### config.mk
export PLATFORM = sky130hd
export DESIGN_NAME = bcd_to_bin_seq
export DESIGN_NICKNAME = d
export VERILOG_FILES = /design/src/rtl/bcd_to_bin_seq.sv
export SDC_FILE = /design/constraint.sdc
export NUM_CORES = 1
export LEC_CHECK = 0
export BUFFER_PORTS_ARGS = -buffer_cell sky130_fd_sc_hd__buf_4
export CAP_MARGIN = 10
export CORE_ASPECT_RATIO = 1.5
export CORE_MARGIN = 8
export CORE_UTILIZATION = 40
export CTS_BUF_LIST = sky130_fd_sc_hd__clkbuf_8
export DETAILED_ROUTE_END_ITERATION = 10
export PLACE_DENSITY = 0.67
export SLEW_MARGIN = 25
export SYNTH_ARGS = -nofsm -noshare
export SYNTH_HDL_FRONTEND = slang
export SYNTH_SLANG_ARGS = --single-unit
### constraint.sdc
create_clock -name clk -period 2.2 [get_ports clk]
set_input_delay 0.22 -clock clk [delete_from_list [all_inputs] [get_ports clk]]
set_output_delay 0.22 -clock clk [all_outputs]
set_load 0.01 [all_outputs]
### src/rtl/bcd_to_bin_seq.sv
// Digit-serial BCD-to-binary converter using Horner evaluation (acc = acc*10 + digit).
// The most significant digit is processed first. A start/busy/done handshake gives NDIG+1 cycles of latency.
module bcd_to_bin_seq #(
  parameter int NDIG = 3,
  parameter int BW   = 10
) (
  input  logic              clk,
  input  logic              reset,
  input  logic              start,
  input  logic [4*NDIG-1:0] bcd_in,
  output logic              busy,
  output logic              done,
  output logic [BW-1:0]     bin_out,
  output logic              err
);

  localparam int CW = (NDIG > 1) ? $clog2(NDIG) : 1;
  localparam logic [CW-1:0] CNT_LAST = CW'(NDIG - 1);

  typedef enum logic [1:0] {IDLE, CONV, DONE} state_t;

  state_t            state, state_nxt;
  logic [4*NDIG-1:0] sr;
  logic [BW-1:0]     acc, acc_nxt;
  logic [CW-1:0]     cnt;
  logic              err_acc, err_nxt;
  logic [3:0]        digit;

  // acc*10 + d as shift-and-add, modulo 2^BW
  function automatic logic [BW-1:0] horner_step(input logic [BW-1:0] a, input logic [3:0] d);
    return (a << 3) + (a << 1) + BW'(d);
  endfunction

  assign digit   = sr[4*NDIG-1 -: 4];
  assign acc_nxt = horner_step(acc, digit);
  assign err_nxt = err_acc | (digit > 4'd9);
  assign busy    = (state != IDLE);
  assign done    = (state == DONE);

  always_comb begin
    state_nxt = state;
    case (state)
      IDLE:    if (start) state_nxt = CONV;
      CONV:    if (cnt == CNT_LAST) state_nxt = DONE;
      DONE:    state_nxt = IDLE;
      default: state_nxt = IDLE;
    endcase
  end

  always_ff @(posedge clk or negedge reset) begin
    if (!reset) state <= IDLE;
    else        state <= state_nxt;
  end

  // Result registers update only on the final CONV edge, so they hold between conversions
  always_ff @(posedge clk or negedge reset) begin
    if (!reset) begin
      sr      <= '0;
      acc     <= '0;
      cnt     <= '0;
      err_acc <= 1'b0;
      bin_out <= '0;
      err     <= 1'b0;
    end else begin
      case (state)
        IDLE: begin
          if (start) begin
            sr      <= bcd_in;
            acc     <= '0;
            cnt     <= '0;
            err_acc <= 1'b0;
          end
        end
        CONV: begin
          sr      <= sr << 4;
          acc     <= acc_nxt;
          cnt     <= cnt + 1'b1;
          err_acc <= err_nxt;
          if (cnt == CNT_LAST) begin
            bin_out <= err_nxt ? '0 : acc_nxt;
            err     <= err_nxt;
          end
        end
        default: ;
      endcase
    end
  end

endmodule

-- Yosys cells after proc, flatten, opt, wreduce, memory -nomap -nowiden
Index checks and enable logic that the tools add are counted.
Widths: inputs -> output; s select.
- output and inout bits: 13
- input port bits: 15
- word-level logic and storage cells: 35
- register bits after elaboration: 37
- multiplexer cells: 12
- $lt $le $gt $ge: 1
- $add $sub $neg: 3
- reduce and logical (&&, ||, !) cells: 6
- eq/ne operators: 5
- bitwise logic cells: 1
- operators with widths (kind ; count):
    $pmux 12 s2 ; 1
    $pmux 9 s2 ; 1
    $mux 12 ; 1
    $add 10x10->10 ; 1
    $add 10x4->10 ; 1
    $mux 10 ; 1
    $mux 9 ; 1
    $pmux 2 s2 ; 2
    $mux 2 ; 3
    $reduce_and 2->1 ; 3
    $eq 2x2->1 const B ; 2
    $gt 4x4->1 const B ; 1
    $ne 2x2->1 const B ; 2
    $reduce_bool 2->1 ; 2
    $add 2x1->2 const B ; 1
    $eq 2x1->1 const B ; 1
    $logic_not 2->1 ; 1
    $pmux 1 s2 ; 1
    $mux 1 ; 1
    $or 1x1->1 ; 1

-- Depth between registers and ports, before layout
- word-level depth: 3
- gate-level depth with buffers: 8
- depth with buffers taken out: 8

-- Worst setup path after synthesis
Ideal clock, no wire load.
- kind: flip-flop to flip-flop
- start point: reg sr[11]
- end point: reg bin_out[9]
- setup slack: -0.068 ns
- cell stages (with the launch flop): 9
- period minus slack after synthesis: 2.268 ns
- data arrival time: 2.199 ns
- data required time: 2.131 ns
- path buffers: 0
- library setup time: 0.069 ns
- cells stage by stage: dfrtp_1 -> inv_1 -> fa_1 -> inv_1 -> ha_1 -> a211oi_2 -> nor3_1 -> or4b_1 -> nand3_1
- word-level cells in the longest chain between the ends: 3
- elaborated cells on any way between the ends: 4
- classes of those cells: add/sub (1); order compare (1); mux (1); bitwise (1)
- RTL lines (element ; RTL line ; text):
    start, declared ; 23 ; logic [4*NDIG-1:0] sr;
    start signal, assigned ; 68 ; sr <= bcd_in;
    start signal, assigned ; 75 ; sr <= sr << 4;
    branches (longest 2 deep; another with $add 10x4->10) ; n/a ;
    $mux 10 * ; 80 ; bin_out <= err_nxt ? '0 : acc_nxt;
    end signal, assigned ; 80 ;
    end, declared ; 13 ; output logic [BW-1:0] bin_out,
Every way passes the cells marked *.
A chain may end at the register's enable or synchronous reset.

-- Final worst setup path
- start point: reg sr[11]
- end point: reg acc[7]
- word-level cells in the longest chain between the ends: 2
- RTL lines (element ; RTL line ; text):
    $add 10x4->10 ; 31 ; return (a << 3) + (a << 1) + BW'(d);
    $pmux 9 s2 ; 65 ; case (state)
    end signal, assigned ; 76 ; acc <= acc_nxt;
    end, declared ; 24 ; logic [BW-1:0] acc, acc_nxt;
Every way passes these cells.

==> flow_metrics.py <==
metrics = {
    "run_status": {
        "outcome": "finished clean",
    },
    "critical_path": {
        "worstSetupPathType": "flop to flop",
        "r2r-end": "acc[7]",
        "cp.arrival_ns": 2.38,
        "critPathCapture": "acc[7]",
        "cp_max_fo": 2,
        "rr_startpoint": "sr[11]",
        "cp-end-kind": "flop",
        "worstPathRequired_ns": 2.39,
        "worstSetupStartpoint": "sr[11]",
        "start_kind": "flop",
        "rr_worst_depth": 8,
        "rrSetupSlack_ns": 0.01,
    },
    "yosys": {
        "ys_types": 38,
        "syn-num-nets": 233,
        "ys_ff_latch": 37,
        "yosysSeqAreaShare_pct": 45.3,
        "async_flop_share_pct": 100,
        "synth_area_per_cell_um2": 10.2,
        "ys.flop_type": "dfrtp_1",
        "syn_area_um2": 2040,
        "synth_cells": 201,
        "synth_edf_count": 0,
        "yosys_warnings": 0,
    },
    "finish": {
        "insertedDiodeCount": 0,
        "area_growth_pct": 23.2,
        "drive_gt1_share_pct": 26.1,
        "nNetsFinal": 270,
    },
    "hold_path": {
        "hold_path_class": "primary input to flop",
    },
    "global_route": {
        "globalRouteMet2Util_pct": 20.8,
        "grt_pass1_wl_um": 7750,
        "grt_pass1_vias": 1653,
        "busiest_layer": "met2",
        "antenna_found_initial": 0,
        "grtUsageMet1_pct": 14.6,
        "met3_usage_pct": 3.28,
        "grt_max_degree": 38,
        "gr-total-overflow": 0,
        "grt_util_all_layers_pct": 12.6,
    },
    "floorplanning": {
        "fp.dieH_um": 104,
        "std_cell_rows": 32,
        "die-area_um2": 7700,
        "die_w_um": 74.4,
        "initial_core_util_pct": 40.5,
        "core_area_um2": 5040,
        "num_io_pins": 28,
    },
    "placement": {
        "dp_hpwl_um": 3220,
        "port_buffers": 27,
        "gp_congestion": 0.810,
        "dp_worst_setup_slack_ns": -0.0689,
    },
    "clocking": {
        "cts_tree": "yes",
        "cts.clk_slew.worst_paths_ns": 0.08,
        "cts_buffers": 5,
        "cts_buffer_depth": 2,
        "cts_root_buf": "clkbuf_8",
        "clock_sink_count": 37,
        "insertion_delay_ns": 0.29,
        "htree_num_levels": 2,
    },
    "run": {
        "maxCapViolations": 0,
    },
    "routing": {
        "first_iter_violations": 100,
        "vias": 1593,
        "vias_per_cell": 5.21,
        "wl_per_cell_um": 14.8,
        "drc_errors": 0,
        "drtPass1Iterations": 4,
        "drt_wl_total_um": 4520,
        "drtAntennaViolNets": 0,
    },
    "pwr": {
        "vdd_drop_max_uv": 588,
        "p_per_area_nw_per_um2": 1470,
        "power.static_leakage_nw": 1.23,
    },
    "sta": {
        "fin_crit_sh_pct": 99.4,
        "final_max_slew_viol_count": 0,
        "fin_crit_ns": 2.19,
        "hold_violations": 0,
        "worst-slew-pin-transition_ns": 0.477,
        "maxSlewHeadroom_pct": 68.2,
        "rsz0062_at_grt": "yes",
        "whs_ns": 0.195,
        "max_freq_ghz": 0.457,
        "fin_worst_skew_ns": 0.0128,
        "finalSetupViolCount": 0,
        "fin_ws_ns": 0.0123,
    },
}
## placed cells by master, fill, tap and decap left out, drive strengths merged, types with 2 or more instances in the layout
cell | synthesis | layout
nor2 | 3 | 3
o221ai | 2 | 2
nand2 | 22 | 22
dfrtp | 37 | 37
a32o | 2 | 2
ha | 15 | 15
a21o | 2 | 2
a211oi | 2 | 2
o21a | 3 | 3
fa | 2 | 2
xnor2 | 3 | 3
buf | 4 | 39
and3b | 7 | 7
a21oi | 14 | 14
inv | 11 | 12
nor2b | 11 | 11
nor3 | 2 | 2
a22o | 12 | 12
or2 | 3 | 3
o211ai | 3 | 3
clkbuf | 6 | 6
o21ai | 22 | 22
nand3 | 3 | 3
## sequential cells by signal (all words and copies together), names as in the netlist
name,flops
err,1
cnt,2
bin_out,10
acc,9
state,2
sr,12
err_acc,1
## synth_stat cells (all sizes together), types with 2 or more instances
| cell type | instances | area (um^2) |
|---|---|---|
| o21ai | 22 | 110 |
| o21a | 3 | 22.5 |
| inv | 11 | 41.3 |
| a21oi | 14 | 70.1 |
| or2 | 3 | 18.8 |
| nor3 | 2 | 15.0 |
| clkbuf | 6 | 22.5 |
| o211ai | 3 | 22.5 |
| nand3 | 3 | 15.0 |
| nor2 | 3 | 11.3 |
| ha | 15 | 188 |
| buf | 4 | 27.5 |
| dfrtp | 37 | 926 |
| a22o | 12 | 105 |
| fa | 2 | 40.0 |
| xnor2 | 3 | 26.3 |
| a211oi | 2 | 20.0 |
| a21o | 2 | 15.0 |
| o221ai | 2 | 17.5 |
| a32o | 2 | 20.0 |
| nand2 | 22 | 82.6 |
| nor2b | 11 | 68.8 |
| and3b | 7 | 61.3 |
## critical path, cell delays in order (launching register included)
cell	delay, ns
dfrtp_1	0.37
inv_2	0.05
fa_1	0.59
inv_2	0.06
ha_4	0.22
a211oi_4	0.24
o21ai_1	0.13
a21o_1	0.19
a32o_1	0.25
## layout make-up
| type | instances | area, um^2 |
|---|---|---|
| multi-input combinational | 143 | 1070 |
| clock inverter | 1 | 3.75 |
| timing repair buffer | 40 | 307 |
| tap | 68 | 85.1 |
| fill | 509 | 2530 |
| sequential | 37 | 926 |
| clock buffer | 6 | 82.6 |
| inverter | 11 | 41.3 |
## what timing repair did
action | CTS | global route
hold buffers | 1 | 0
resized for setup | 4 | 7
pin swaps | 6 | 5
gates cloned | 0 | 0
setup buffers | 0 | 1
hold endpoints to repair | 37 | 0
endpoints found under the setup margin | 5 | 7
## routing by layer
| layer | up-vias | routed length [um] |
|---|---|---|
| met5 | - | 0 |
| met4 | 0 | 87 |
| met3 | 8 | 165 |
| met2 | 29 | 2320 |
| met1 | 771 | 1950 |
| li1 | 785 | - |
## stage by stage
| stage | util, % | TNS (ns) | std cells | total power, mW | cell area (um^2) |
|---|---|---|---|---|---|
| 6_report | 49.9 | 0 | 306 | 3.71 | 2520 |
| 3_5_place_dp | 47.1 | -0.271 | 297 | 3.13 | 2380 |
| 2_1_floorplan | - | 0 | 201 | 2.47 | 2060 |
| 3_3_place_gp | 47.1 | -0.0645 | 297 | 3.07 | 2380 |
| 4_1_cts | 49.4 | 0 | 305 | 3.67 | 2490 |
| 5_1_grt | 49.9 | -0.257 | 306 | 4.02 | 2520 |
## worst min-delay path by stage
stage               startpoint         end  slack [ns]  depth (start not counted)
CTS                  bcd_in[2]       sr[2]        0.19                          3
finish               bcd_in[2]       sr[2]        0.20                          3
global route         bcd_in[3]       sr[3]        0.21                          3
detailed placement       reset  bin_out[7]        0.21                          1
floorplan                reset      acc[0]       -0.08                          0
global placement         reset  bin_out[7]        0.21                          1
## logic make-up (layout without fill, tap and decap cells)
logic type      count (synthesis)  in the layout  share of synthesized area, %
compound gates                 67             67                          22.0
xor+xnor                        4              4                          1.71
simple gates                   55             55                          15.4
flops                          37             37                          45.3
buf+inv                        21             58                          4.47
fa+ha+maj                      17             17                          11.1
## power by group
part	internal (mW)	total (mW)	switching, mW
sequential	0.960	1.16	0.203
clock	0.244	0.479	0.235
combinational	1.02	2.07	1.04
total	2.23	3.71	1.48
Note: power is estimated with default switching activity, not from simulation.
